===== src/rtl/wb_pkg.sv =====
// Shared types and constants for the register-file write-back front end.
package wb_pkg;

    localparam int unsigned WB_AW = 5;
    localparam int unsigned WB_DW = 32;

    // Index 0 is the hard-wired zero register; writes to it are dropped.
    localparam logic [WB_AW-1:0] REG_ZERO = '0;

    typedef struct packed {
        logic [WB_AW-1:0] rd;
        logic [WB_DW-1:0] data;
    } wb_entry_t;

endpackage


===== src/rtl/wb_fifo.sv =====
// In-order write buffer for reg_writeback.
// Exposes every slot in age order (index 0 = oldest) for the pending and
// forward compares. Slot data is exported only when REG_WRITEBACK_FWD_EN is defined.
module wb_fifo
    import wb_pkg::*;
#(
    parameter int unsigned DEPTH = 4
) (
    input  logic                        CLK,
    input  logic                        RST_N,
    input  logic                        push,
    input  wb_entry_t                   push_entry,
    input  logic                        pop,
    output wb_entry_t                   head,
    output logic                        full,
    output logic                        empty,
    output logic [DEPTH-1:0]            ent_valid,
    output logic [DEPTH-1:0][WB_AW-1:0] ent_rd
`ifdef REG_WRITEBACK_FWD_EN
    ,
    output logic [DEPTH-1:0][WB_DW-1:0] ent_data
`endif
);

    localparam int unsigned PW = $clog2(DEPTH);
    localparam int unsigned CW = $clog2(DEPTH + 1);

    wb_entry_t       mem [DEPTH];
    logic [PW-1:0]   rd_ptr_q, rd_ptr_d;
    logic [PW-1:0]   wr_ptr_q, wr_ptr_d;
    logic [CW-1:0]   count_q, count_d;
    logic            push_ok, pop_ok;

    assign full    = (count_q == CW'(DEPTH));
    assign empty   = (count_q == '0);
    assign push_ok = push && !full;
    assign pop_ok  = pop && !empty;
    assign head    = mem[rd_ptr_q];

    // Next-state pointers and occupancy; pointers wrap naturally at DEPTH.
    always_comb begin
        rd_ptr_d = rd_ptr_q;
        wr_ptr_d = wr_ptr_q;
        count_d  = count_q;
        if (push_ok) begin
            wr_ptr_d = wr_ptr_q + PW'(1);
        end
        if (pop_ok) begin
            rd_ptr_d = rd_ptr_q + PW'(1);
        end
        unique case ({push_ok, pop_ok})
            2'b10:   count_d = count_q + CW'(1);
            2'b01:   count_d = count_q - CW'(1);
            default: count_d = count_q;
        endcase
    end

    // Pointer and occupancy state; reset drops everything queued.
    always_ff @(posedge CLK or negedge RST_N) begin
        if (!RST_N) begin
            rd_ptr_q <= '0;
            wr_ptr_q <= '0;
            count_q  <= '0;
        end else begin
            rd_ptr_q <= rd_ptr_d;
            wr_ptr_q <= wr_ptr_d;
            count_q  <= count_d;
        end
    end

    // Storage needs no reset: slots beyond count are never visible.
    always_ff @(posedge CLK) begin
        if (push_ok) begin
            mem[wr_ptr_q] <= push_entry;
        end
    end

    for (genvar i = 0; i < DEPTH; i++) begin : g_view
        logic [PW-1:0] idx;
        assign idx          = rd_ptr_q + PW'(i);
        assign ent_valid[i] = (CW'(i) < count_q);
        assign ent_rd[i]    = mem[idx].rd;
`ifdef REG_WRITEBACK_FWD_EN
        assign ent_data[i]  = mem[idx].data;
`endif
    end

endmodule


===== src/rtl/reg_writeback.sv =====
// Write-side front end of the 32x32 register file.
// Arbitrates ALU and load writes (load has priority), buffers them in order and
// drives one write per cycle into the register file, which commits on the falling
// edge. Optional macro REG_WRITEBACK_FWD_EN adds youngest-match forwarding outputs.
// AW/DW must match the widths of wb_pkg::wb_entry_t.
module reg_writeback
    import wb_pkg::*;
#(
    parameter int unsigned DEPTH = 4,
    parameter int unsigned AW    = WB_AW,
    parameter int unsigned DW    = WB_DW
) (
    input  logic            CLK,
    input  logic            RST_N,
    input  logic            alu_valid,
    output logic            alu_ready,
    input  logic [AW-1:0]   alu_rd,
    input  logic [DW-1:0]   alu_data,
    input  logic            mem_valid,
    output logic            mem_ready,
    input  logic [AW-1:0]   mem_rd,
    input  logic [DW-1:0]   mem_data,
    input  logic [2*AW-1:0] rs_rt,
    output logic            rs_pending,
    output logic            rt_pending,
    output logic [AW-1:0]   rwd,
    output logic [DW-1:0]   wb_data,
    output logic            wb_idle
`ifdef REG_WRITEBACK_FWD_EN
    ,
    output logic [DW-1:0]   rs_fwd_data,
    output logic [DW-1:0]   rt_fwd_data,
    output logic            rs_fwd_valid,
    output logic            rt_fwd_valid
`endif
);

    logic                     full, empty;
    logic                     mem_fire, alu_fire, push;
    wb_entry_t                push_entry, head;
    logic [DEPTH-1:0]         ent_valid;
    logic [DEPTH-1:0][AW-1:0] ent_rd;
    logic [AW-1:0]            rs, rt;
`ifdef REG_WRITEBACK_FWD_EN
    logic [DEPTH-1:0][DW-1:0] ent_data;
`endif

    assign rs = rs_rt[2*AW-1:AW];
    assign rt = rs_rt[AW-1:0];

    // No pass-through when full: ready stays low even if a pop happens this edge.
    assign mem_ready = !full;
    assign alu_ready = !full && !mem_valid;
    assign mem_fire  = mem_valid && mem_ready;
    assign alu_fire  = alu_valid && alu_ready;

    // Select the winning request; writes to the zero register are accepted but dropped.
    always_comb begin
        push       = 1'b0;
        push_entry = '{rd: alu_rd, data: alu_data};
        if (mem_fire) begin
            push       = (mem_rd != REG_ZERO);
            push_entry = '{rd: mem_rd, data: mem_data};
        end else if (alu_fire) begin
            push       = (alu_rd != REG_ZERO);
        end
    end

    wb_fifo #(
        .DEPTH(DEPTH)
    ) u_fifo (
        .CLK        (CLK),
        .RST_N      (RST_N),
        .push       (push),
        .push_entry (push_entry),
        .pop        (!empty),
        .head       (head),
        .full       (full),
        .empty      (empty),
        .ent_valid  (ent_valid),
        .ent_rd     (ent_rd)
`ifdef REG_WRITEBACK_FWD_EN
        ,
        .ent_data   (ent_data)
`endif
    );

    // Output register: pop the head every edge the buffer held something.
    always_ff @(posedge CLK or negedge RST_N) begin
        if (!RST_N) begin
            rwd     <= REG_ZERO;
            wb_data <= '0;
        end else if (!empty) begin
            rwd     <= head.rd;
            wb_data <= head.data;
        end else begin
            rwd     <= REG_ZERO;
        end
    end

    assign wb_idle = empty && (rwd == REG_ZERO);

    // Pending compare over queued entries only; the output register commits
    // before the next rising edge so it never blocks a read.
    always_comb begin
        rs_pending = 1'b0;
        rt_pending = 1'b0;
        for (int i = 0; i < DEPTH; i++) begin
            if (ent_valid[i] && (ent_rd[i] == rs) && (rs != REG_ZERO)) rs_pending = 1'b1;
            if (ent_valid[i] && (ent_rd[i] == rt) && (rt != REG_ZERO)) rt_pending = 1'b1;
        end
    end

`ifdef REG_WRITEBACK_FWD_EN
    // Youngest match wins: slots are in age order, so the last hit overrides.
    always_comb begin
        rs_fwd_data = '0;
        rt_fwd_data = '0;
        for (int i = 0; i < DEPTH; i++) begin
            if (ent_valid[i] && (ent_rd[i] == rs)) rs_fwd_data = ent_data[i];
            if (ent_valid[i] && (ent_rd[i] == rt)) rt_fwd_data = ent_data[i];
        end
    end

    assign rs_fwd_valid = rs_pending;
    assign rt_fwd_valid = rt_pending;
`endif

endmodule


===== config.mk =====
export PLATFORM = sky130hd
export DESIGN_NAME = reg_writeback
export DESIGN_NICKNAME = d
export VERILOG_FILES = /design/src/rtl/wb_pkg.sv /design/src/rtl/wb_fifo.sv /design/src/rtl/reg_writeback.sv
export SDC_FILE = /design/constraint.sdc
export NUM_CORES = 1
export LEC_CHECK = 0
export ABC_AREA = 0
export CAP_MARGIN = 15
export CORE_ASPECT_RATIO = 1.25
export CORE_UTILIZATION = 54
export DETAILED_ROUTE_END_ITERATION = 8
export PLACE_DENSITY = 0.8
export SYNTH_ARGS = -nofsm -noshare
export SYNTH_HDL_FRONTEND = slang
export SYNTH_SLANG_ARGS = --single-unit

===== constraint.sdc =====
create_clock -name CLK -period 4.2 [get_ports CLK]
set_clock_uncertainty 0.15 [all_clocks]
set_input_delay 1.05 -clock CLK [delete_from_list [all_inputs] [get_ports CLK]]
set_output_delay 1.05 -clock CLK [all_outputs]
set_load 0.01 [all_outputs]

Yosys cells after proc, flatten, opt, wreduce, memory -nomap -nowiden --
Memory sizes are Yosys's and may differ from the RTL's. Index checks and enable logic that the tools add are counted.
Storage, ports and cells: bits of input ports 88, memories 1, ROM bits 0, word-level logic and storage cells 73, bits in registers 44, bits in latches 0, bits in writable memories 148
Memory list:
- u_fifo.mem | words 4, width 37, read ports 4, clocked after Yosys merged registers in 0, wr ports 1, line wb_fifo.sv:28 | wb_entry_t mem [DEPTH];
Operators by class: reduce and logical (&&, ||, !) cells 31, shift operators 0, magnitude comparators 4, add/subtract/negate cells 6, eq/ne operators 11, divide/modulo/power cells 0, multipliers 0, bitwise logic cells 0, multiplexer cells 15
Operators by type and width (number):
- 5-bit equality test | 8
- 37-bit two-way mux | 1
- 1-bit logical AND | 21
- 5-bit nonzero test | 4
- 1-bit two-way mux | 12
- 1-bit by 3-bit less-than comparator with 1-bit output (first input constant) | 2
- 2-bit by 3-bit less-than comparator with 1-bit output (first input constant) | 2
- 3-bit case mux with 2 select lines | 1
- 5-bit logical NOT | 1
- 5-bit two-way mux | 1
- 2-bit by 1-bit adder with 2-bit output (second input constant) | 2
- 2-bit adder (second input constant) | 2
- 3-bit by 1-bit adder with 3-bit output (second input constant) | 1
- 3-bit equality test (second input constant) | 1
- 1-bit logical NOT | 3
- 3-bit logical NOT | 1
- 3-bit by 1-bit subtractor with 3-bit output (second input constant) | 1
- 2-bit by 1-bit equality test with 1-bit output (second input constant) | 1
- 2-bit equality test (second input constant) | 1
- 2-bit nonzero test | 1

Longest topological paths before layout --
Gate-level depths: netlist (run 1).
word-level depth 9, gate-level depth with buffers 8, gate-level depth less buffers 7

Hierarchy --
From an unflattened synthesis (run 1), not the netlist that was laid out.
Second synthesis, totals: cells, all modules 469, area total of the unflattened synthesis 8750.9 um2
By module, submodules not included:
- wb_fifo | cells an instance 265, area each 6317.3 um2, times used 1
- reg_writeback | cells an instance 204, area each 2433.6 um2, times used 1

Least setup slack after synthesis (run 1) --
OpenSTA, ideal clock, no wires.
path kind input to output, start point input port rs_rt[6], end point output port rs_pending, setup slack 0.538 ns, path buffers 1, stages on the path 6, arrival 2.462 ns, cell sequence clkbuf_1 > or4_1 > nor2_1 > inv_1 > o2111a_1 > a221o_1
Between the ends: longest elaborated chain between the ends 7
RTL lines:
- start, declared | line reg_writeback.sv:23 | input logic [2*AW-1:0] rs_rt,
- 5-bit equality test | line reg_writeback.sv:109 | if (ent_valid[i] && (ent_rd[i] == rs) && (rs != REG_ZERO)) rs_pending = 1'b1;
- 1-bit logical AND (2 in series) | line reg_writeback.sv:109
- 1-bit two-way mux (3 in series) | line reg_writeback.sv:109
- 1-bit two-way mux (*) | line reg_writeback.sv:109
- end, declared | line reg_writeback.sv:24 | output logic rs_pending,
Every way passes the cells marked *; elsewhere a longest branch is shown, timed or not.

Worst setup path in the final report (run 1) --
Same ends and word-level chain as after synthesis.

==> impl_metrics.json, run 1 <==
{
  "fin_crit_ns": 4.04,
  "synth_nets": 670,
  "cp_max_fo": 2,
  "crit_required_ns": 3.00,
  "cts_made_buffers": 17,
  "end_kind": "output port",
  "place.gp.congestion": 0.907,
  "final_common_cell": "edfxtp_1",
  "cts_setup_buffers": 0,
  "period_share_pct": 96.1,
  "cts_tree": "built",
  "slew_headroom_pct": 29.4,
  "ant_nets": 0,
  "avgSynthCellArea_um2": 15.2,
  "dp_cells": 915,
  "synth_cells": 574,
  "grt_max_degree": 39,
  "start_util_pct": 55.6,
  "fillers": 1021,
  "fmax_ghz": 0.248,
  "power_switching_share_pct": 35.2,
  "seq_power_share_pct": 39.2,
  "internal_power_uw": 5230,
  "first_global_vias": 5728,
  "ys_seq_area_share_pct": 63.8,
  "rows": 51,
  "hpwl_mm": 13.8,
  "ys_types": 42,
  "power.density_mw_per_mm2": 733,
  "grtUsageTotal_pct": 26.0,
  "synthDominantCellAreaShare_pct": 51.1,
  "layout-drive-gt1-share_pct": 22.4,
  "outcome": "completed",
  "maxSlewViolCount": 0,
  "htreeDepth": 4,
  "clk_pin_slew_ns": 0.07,
  "cts-root-buf": "clkbuf_16",
  "rsz0062_at_grt": "no",
  "setup_viol_count_final": 0,
  "vias": 5333,
  "preCtsSetupSlack_ns": -0.276,
  "arrival_ns": 2.84,
  "yosysWarnings": 0,
  "async_flop_share_pct": 22.9,
  "synth_top_cell_by_area": "edfxtp_1",
  "ys_seq_elements": 192,
  "avgRoutedWirePerCell_um": 21.4,
  "pwr-share-comb_pct": 41.2,
  "coreArea_mm2": 0.0156,
  "critPathKind": "in2out",
  "drt_iter0_markers": 322,
  "max-cap-violations": 0,
  "die_area_mm2": 0.0166,
  "drt-pass1-iter-count": 4,
  "die_h_um": 144,
  "switchingPower_uw": 2840,
  "tightest_slew_ns": 1.06,
  "drc": 0,
  "power.total_uw": 8070,
  "ys_top_cells_by_area": "edfxtp_1 51%, dfrtp_1 13%, mux4_2 9.1%",
  "finalWorstSetupSlack_ns": 0.163,
  "seq_area_mm2": 0.00555,
  "start_kind": "primary input",
  "irDropWorstVdd_v": 0.000456,
  "nNetsFinal": 818,
  "synth_area_mm2": 0.00870,
  "portBuffers": 129,
  "clock-sinks": 192,
  "stdcell_count": 947,
  "hold_viol": 0,
  "totalWireLength_mm": 20.2,
  "area_growth_syn_to_layout_pct": 26.6,
  "synth_ff_type": "edfxtp_1",
  "hp-class": "reg2reg",
  "r2r_slack_ns": 1.16,
  "pin_count": 130,
  "final_cell_mix": "148 x edfxtp_1, 122 x clkdlybuf4s50_1, 102 x nand2_1",
  "clk_path_buf_depth": 2,
  "n_antenna_cell": 0,
  "multiInputGateArea_mm2": 0.00303,
  "leakage_uw": 0.00407,
  "grt_pass1_wl_mm": 31.0,
  "grt_antenna_before_repair": 0,
  "clk_latency_ns": 0.42,
  "overflow": 0,
  "clkPwrFrac_pct": 19.6,
  "vias_per_cell": 5.63,
  "synth_edf_count": 148,
  "dieWidth_um": 116
}
==> state kept, by name (all words and copies together) (netlist names) <==
name and count:
u_fifo.count_q 3, u_fifo.rd_ptr_q 2, wb_data 32, rwd 5, u_fifo.wr_ptr_q 2, u_fifo.mem 148
==> synth_stat cells, types with 2 or more instances <==
| master | instances |
|---|---|
| mux2i_2 | 2 |
| inv_1 | 7 |
| edfxtp_1 | 148 |
| or3_1 | 3 |
| mux2i_1 | 31 |
| nand2_1 | 102 |
| mux2i_4 | 2 |
| ha_1 | 8 |
| xnor2_1 | 36 |
| a31oi_1 | 2 |
| xor2_1 | 16 |
| clkbuf_1 | 21 |
| mux4_2 | 35 |
| nor4_1 | 2 |
| buf_1 | 6 |
| buf_2 | 6 |
| or4_1 | 6 |
| dfrtp_1 | 44 |
| mux2_2 | 38 |
| nand4_1 | 3 |
| o21ai_0 | 3 |
| a21oi_1 | 7 |
| and2_1 | 8 |
| nor2_1 | 11 |
| nor3_1 | 10 |
==> path summary, 6_finish.rpt <==
check | start | end | cells after the start
max in group asynchronous | RST_N | wb_data[7] | 2
min in group asynchronous | RST_N | wb_data[24] | 1
setup reg to reg | u_fifo.count_q[0] | u_fifo.mem[3][32] | 5
hold reg to reg | wb_data[22] | wb_data[22] | 2
hold / removal | wb_data[22] | wb_data[22] | 2
setup / recovery | rs_rt[6] | rs_pending | 7
==> power groups by stage <==
| stage | Sequential (uW) | Combinational [uW] | Clock, uW |
|---|---|---|---|
| global route | 3210 | 3590 | 1680 |
| floorplan | 3140 | 2060 | 0 |
| finish | 3160 | 3330 | 1590 |
| detailed placement | 3180 | 3320 | 0 |
| global placement | 3120 | 3250 | 0 |
| CTS | 3160 | 3360 | 1600 |
==> layout make-up <==
class / instances / area share, %
clock buffer: 17 / 3.86
clock inverter: 15 / 1.53
timing repair buffer: 164 / 14.0
sequential: 192 / 50.4
multi-input combinational: 339 / 27.5
inverter: 8 / 0.295
tap: 212 / 2.41
==> per-layer routing <==
metal | up-vias | global-route usage, % | share of wire (%)
met4 | 0 | 13.7 | 4.0
met2 | 184 | 48.9 | 58
met3 | 49 | 3.33 | 3.5
li1 | 2407 | - | -
met5 | - | 0 | 0
met1 | 2693 | 27.9 | 34
==> critical path: stages <==
cell,delay [ns]
clkdlybuf4s50_1,0.44
or4_4,0.56
nor2_4,0.13
inv_1,0.06
o2111a_1,0.13
a221o_1,0.35
clkbuf_2,0.13
==> repair_timing <==
| item | CTS | global route |
|---|---|---|
| gates cloned | 0 | 0 |
| hold buffers | 0 | 0 |
| setup endpoints to repair | 2 | 1 |
| pin swaps | 0 | 3 |
| gates resized for setup | 11 | 7 |
==> per-stage QoR <==
step                util (%)  TNS, ns  instance area (um^2)  hold slack [ns]
floorplan                  -        0                  8700            0.357
global placement        66.4   -0.337                 10400            0.301
detailed placement      66.4   -0.429                 10400            0.309
CTS                     70.3        0                 11000            0.329
global route            70.4        0                 11000            0.357
finish                  70.4        0                 11000            0.327
==> logic make-up after synthesis <==
| logic type | after synthesis | synth area share (%) |
|---|---|---|
| XOR/XNOR | 52 | 5.24 |
| multiplexers | 108 | 18.4 |
| AND/OR/NAND/NOR | 149 | 7.47 |
| adder cells (fa/ha/maj) | 8 | 1.15 |
| AO/OA/AOI/OAI | 22 | 1.80 |
| flip-flops | 192 | 63.8 |
| buffers and inverters | 43 | 2.22 |
Power figures use the tool's default switching activity.
==> inputs of run 2 (changes only) <==
Settings changed: CTS_CLUSTER_DIAMETER from default to 150, SETUP_SLACK_MARGIN from default to 0.5.
Clock period 4.2 ns to 4.6 ns, I/O delays scaled along.
==> run 2 against run 1 <==
- first-iteration DRC count down 6.2%
- cell count down 0.63%
- largest power group unchanged
- non-clock buffer count down 6
- worst setup slack better by 0.39 ns
- combinational power down 7.5%
- clock power down 15%
- worst hold slack worse by 0.0050 ns
==> impl_metrics.json, run 2 (synthesis gave the netlist of run 1 again) <==
{
  "outcome": "completed",
  "ant_nets": 0,
  "vias_per_cell": 5.58,
  "drt-pass1-iter-count": 5,
  "power.total_uw": 7310,
  "drt_iter0_markers": 302,
  "finalWorstSetupSlack_ns": 0.553,
  "path_depth": 7,
  "end_kind": "output port",
  "place.gp.congestion": 0.886,
  "cp_max_fo": 3,
  "max_stage_delay_ns": 0.53,
  "stdcell_count": 941,
  "pwr-share-comb_pct": 42.2,
  "slew_headroom_pct": 27.4,
  "cp-endpoint": "rs_pending",
  "clk_latency_ns": 0.43,
  "overflow": 0,
  "clkPwrFrac_pct": 18.5,
  "start_kind": "primary input",
  "dpl_cell_area_mm2": 0.0103,
  "n_antenna_cell": 0,
  "maxSlewViolCount": 0,
  "irDropWorstVdd_v": 0.000375,
  "grt_max_degree": 39,
  "hold_buffers": 0,
  "die_h_um": 144,
  "critPathKind": "in2out",
  "timing.critical_path.buf_inv": 3,
  "setup_viol_count_final": 0,
  "top_register": "u_fifo.mem",
  "area_growth_syn_to_layout_pct": 26.1,
  "clk_pin_slew_ns": 0.07,
  "final_util_pct": 70.2,
  "die_area_mm2": 0.0166,
  "nNetsFinal": 812,
  "reg2reg_depth": 5,
  "hp-class": "reg2reg",
  "final_cell_mix": "148 x edfxtp_1, 117 x clkdlybuf4s50_1, 102 x nand2_1",
  "timing.rr.end": "u_fifo.mem[1][10]",
  "max-cap-violations": 0,
  "fin_crit_ns": 4.05,
  "clock-sinks": 192,
  "vias": 5253,
  "coreArea_mm2": 0.0156,
  "tightest_slew_ns": 1.09,
  "pin_count": 130,
  "preCtsSetupSlack_ns": -0.101,
  "portBuffers": 129,
  "cpLargestDelayFamily": "simple AND/OR/NAND/NOR gates",
  "arrival_ns": 2.75,
  "dp_cells": 902,
  "internal_power_uw": 4800,
  "largest_register_ffs": 148,
  "switchingPower_uw": 2510,
  "grt_pass1_wl_mm": 30.2,
  "cts_tree": "built",
  "hpwl_mm": 12.8,
  "leakage_uw": 0.00403,
  "grtUsageTotal_pct": 25.4,
  "worstSetupStartpoint": "rs_rt[7]",
  "drc": 0,
  "cts-root-buf": "clkbuf_16",
  "hold_viol": 0,
  "layout-drive-gt1-share_pct": 22.4,
  "cp_cell_sequence": "dlygate4sd2_1, or4_1, nor2_2, inv_1, o2111a_1, a221o_1, buf_2",
  "period_share_pct": 88.0,
  "avgRoutedWirePerCell_um": 21.0,
  "htreeDepth": 4,
  "crit_required_ns": 3.30,
  "power.density_mw_per_mm2": 667,
  "rsz0062_at_grt": "yes",
  "first_global_vias": 5575,
  "slowest_stage": "or4_1",
  "seq_power_share_pct": 39.3,
  "final_common_cell": "edfxtp_1",
  "start_util_pct": 55.6,
  "r2r_slack_ns": 1.70,
  "rows": 51,
  "totalWireLength_mm": 19.8,
  "power_switching_share_pct": 34.4,
  "r2r_start": "u_fifo.count_q[0]",
  "clk_path_buf_depth": 2,
  "top_regs": "u_fifo.mem x148, wb_data x32, rwd x5",
  "stdcell_area_mm2": 0.0110,
  "dieWidth_um": 116,
  "cts_made_buffers": 17,
  "grt_antenna_before_repair": 0,
  "fmax_ghz": 0.247
}
run 2: area by class of cell:
type                    instances  area (um^2)
clock buffers                  19          443
clock inverters                13          103
fillers                      1036         4670
inverters                       8         30.0
multi-input cells             339         3040
flip-flops and latches        192         5550
well taps                     212          265
repair buffers                158         1540
run 2: worst reg2reg max path, stage by stage, from the launching register on:
cell	delay [ns]
dfrtp_1	0.43
inv_1	0.13
ha_1	0.34
a221oi_1	0.30
buf_4	0.25
and2_2	0.91
run 2: worst min path at each step:
stage / startpoint / endpoint / slack [ns] / depth (start not counted)
after CTS: wb_data[2] / wb_data[2] / 0.32 / 2
after detailed placement: wb_data[2] / wb_data[2] / 0.31 / 2
after global placement: wb_data[15] / wb_data[15] / 0.30 / 2
after floorplan: wb_data[0] / wb_data[0] / 0.36 / 2
final: wb_data[2] / wb_data[2] / 0.32 / 2
after global routing: wb_data[6] / wb_data[6] / 0.35 / 2
run 2: per-stage QoR:
| stage | hold slack [ns] | TNS, ns |
|---|---|---|
| floorplan | 0.357 | 0 |
| global placement | 0.303 | -0.0173 |
| detailed placement | 0.306 | -0.111 |
| CTS | 0.323 | 0 |
| global route | 0.350 | 0 |
| finish | 0.322 | 0 |
run 2: power by group through the flow:
stage / Sequential [uW] / Clock, uW / Combinational (uW)
floorplan: 2870 / 0 / 1880
global placement: 2850 / 0 / 2910
detailed placement: 2890 / 0 / 2970
CTS: 2870 / 1370 / 3010
global route: 2930 / 1440 / 3330
finish: 2880 / 1350 / 3080
run 2: repair_timing:
| action | in CTS | in global routing |
|---|---|---|
| cloned | 0 | 1 |
| endpoints found under the setup margin | 2 | 2 |
| resized for setup | 21 | 14 |
| setup buffers | 0 | 6 |
| pin swaps | 2 | 1 |
run 2: routing by layer:
metal	track usage, %	up-vias	wire (um)
met3	3.63	29	656
met2	46.6	152	11200
met5	0	-	0
met1	29.4	2668	7480
met4	11.1	0	469
li1	-	2404	-
==> inputs of run 3 (changes only) <==
Settings changed: ABC_CLOCK_PERIOD_IN_PS from default to 4600, CORE_ASPECT_RATIO 1.25 to 1.4, CORE_MARGIN from default to 3.
==> run 3 against run 2 <==
- combinational power about the same
- cell count down 0.53%
- largest cell class unchanged
- critical path type unchanged
- critical endpoint unchanged
- sequential share of layout area down 0.34 points
==> impl_metrics.json, run 3 (synthesis gave the netlist of run 1 again) <==
{
  "cp_max_fo": 3,
  "crit_required_ns": 3.30,
  "cpLargestDelayFamily": "simple AND/OR/NAND/NOR gates",
  "die_area_mm2": 0.0177,
  "drc": 0,
  "power_switching_share_pct": 34.5,
  "setup_viol_count_final": 0,
  "seq_power_share_pct": 38.8,
  "hpwl_mm": 13.2,
  "leakage_uw": 0.00410,
  "htreeDepth": 4,
  "cts_made_buffers": 17,
  "grt_pass1_wl_mm": 31.0,
  "pwr-share-comb_pct": 41.1,
  "ant_nets": 0,
  "holdWs_ns": 0.322,
  "final_cell_mix": "148 x edfxtp_1, 116 x clkdlybuf4s50_1, 102 x nand2_1",
  "place.gp.congestion": 0.903,
  "slew_headroom_pct": 28.7,
  "pin_count": 130,
  "die_h_um": 156,
  "max-cap-violations": 0,
  "end_kind": "output port",
  "grt_antenna_before_repair": 0,
  "first_global_vias": 5890,
  "largest_register_ffs": 148,
  "internal_power_uw": 4870,
  "vias_per_cell": 5.66,
  "fmax_ghz": 0.247,
  "area_growth_syn_to_layout_pct": 27.0,
  "clock-sinks": 192,
  "dieWidth_um": 113,
  "max_stage_delay_ns": 0.52,
  "grtUsageTotal_pct": 23.1,
  "slowest_stage": "or4_4",
  "hold_viol": 0,
  "top_regs": "u_fifo.mem x148, wb_data x32, rwd x5",
  "final_util_pct": 70.5,
  "portBuffers": 129,
  "irDropWorstVdd_v": 0.000416,
  "avgRoutedWirePerCell_um": 21.3,
  "hp-class": "reg2reg",
  "outcome": "completed",
  "totalWireLength_mm": 20.0,
  "fillers": 1015,
  "top_register": "u_fifo.mem",
  "grt_max_degree": 45,
  "start_util_pct": 55.5,
  "start_kind": "primary input",
  "maxSlewViolCount": 0,
  "timing.critical_path.buf_inv": 3,
  "arrival_ns": 2.75,
  "groute.layer.met2.usage_pct": 43.8,
  "overflow": 0,
  "layout-drive-gt1-share_pct": 23.9,
  "met1_usage_pct": 25.2,
  "clkPwrFrac_pct": 20.1,
  "n_antenna_cell": 0,
  "period_share_pct": 88.0,
  "cts-root-buf": "clkbuf_16",
  "rsz0062_at_grt": "no",
  "fin_crit_ns": 4.05,
  "clk_latency_ns": 0.42,
  "drt-pass1-iter-count": 4,
  "power.density_mw_per_mm2": 673,
  "coreArea_mm2": 0.0157,
  "final_common_cell": "edfxtp_1",
  "tns_ns": 0,
  "drt_iter0_markers": 290,
  "tightest_slew_ns": 1.07,
  "switchingPower_uw": 2570,
  "clk_pin_slew_ns": 0.08,
  "cts_tree": "built",
  "clk_path_buf_depth": 2,
  "critPathKind": "in2out",
  "nNetsFinal": 823,
  "top_usage_layer": "met2",
  "vias": 5301,
  "use_met3_pct": 3.03,
  "cp_cell_sequence": "dlygate4sd2_1, or4_4, nor2_2, inv_1, o2111a_1, a221o_1, buf_2",
  "rows": 54
}
## run 3: cell types whose count changed in the layout (fill, tap and decap cells not counted), sizes merged
cell,before,now
buf,31,43
inv,13,19
clkinvlp,4,0
clkbuf,21,18
clkinv,4,2
bufinv,0,1
clkdlybuf4s50,117,116
dlygate4sd2,7,8
dlymetal6s2s,1,2
## run 3: repair_timing
| action | CTS | global route |
|---|---|---|
| buffers inserted | 3 | 8 |
| setup endpoints to repair | 2 | 2 |
| hold buffers | 0 | 0 |
| pin swaps | 2 | 1 |
| resized for setup | 17 | 18 |
## run 3: area by class of cell
class	count	area (um^2)	area share, %
clock buffer	18	429	3.88
clock inverter	14	181	1.64
inverter	8	30.0	0.272
multi-input combinational	339	3030	27.4
sequential	192	5550	50.3
tap	196	245	2.22
timing repair buffer	169	1580	14.3
## run 3: per-layer routing
| metal | wire, um | vias to the layer above | share of wire (%) |
|---|---|---|---|
| li1 | - | 2426 | - |
| met1 | 6820 | 2648 | 34 |
| met2 | 11400 | 172 | 57 |
| met3 | 838 | 55 | 4.2 |
| met4 | 901 | 0 | 4.5 |
| met5 | 0 | - | 0 |
## run 3: power groups by stage
stage | sequential, uW | combinational (uW) | clock [uW]
floorplan | 2870 | 1880 | 0
global route | 2940 | 3310 | 1590
finish | 2890 | 3060 | 1490
detailed placement | 2960 | 2920 | 0
CTS | 2900 | 2990 | 1510
global placement | 2910 | 2860 | 0
## run 3: through the flow
stage	worst slack, ns	area, um^2	power [uW]	std cells
5_1_grt	0.494	11000	7840	936
3_3_place_gp	-0.0289	10300	5770	893
6_report	0.554	11000	7440	936
4_1_cts	0.484	10900	7400	928
2_1_floorplan	0.738	8700	4750	574
3_5_place_dp	-0.0685	10300	5880	893
## run 3: final timing paths
check	from	endpoint	slack, ns	depth (start not counted)
hold / removal	wb_data[24]	wb_data[24]	0.32	2
min in group asynchronous	RST_N	wb_data[24]	0.67	2
setup reg to reg	u_fifo.count_q[1]	u_fifo.mem[0][11]	1.74	5
hold reg to reg	wb_data[24]	wb_data[24]	0.32	2
setup / recovery	rs_rt[7]	rs_pending	0.55	7
max in group asynchronous	RST_N	u_fifo.rd_ptr_q[1]	3.12	2
## run 3: worst reg2reg max path: cells and delay by family (launching register included)
family                     cells  cell delay, ns
adders and majority gates      1            0.31
buffers and inverters          2            0.37
AOI/OAI and AO/OA              1            0.30
and+or+nand+nor                1            0.89
DFF                            1            0.43
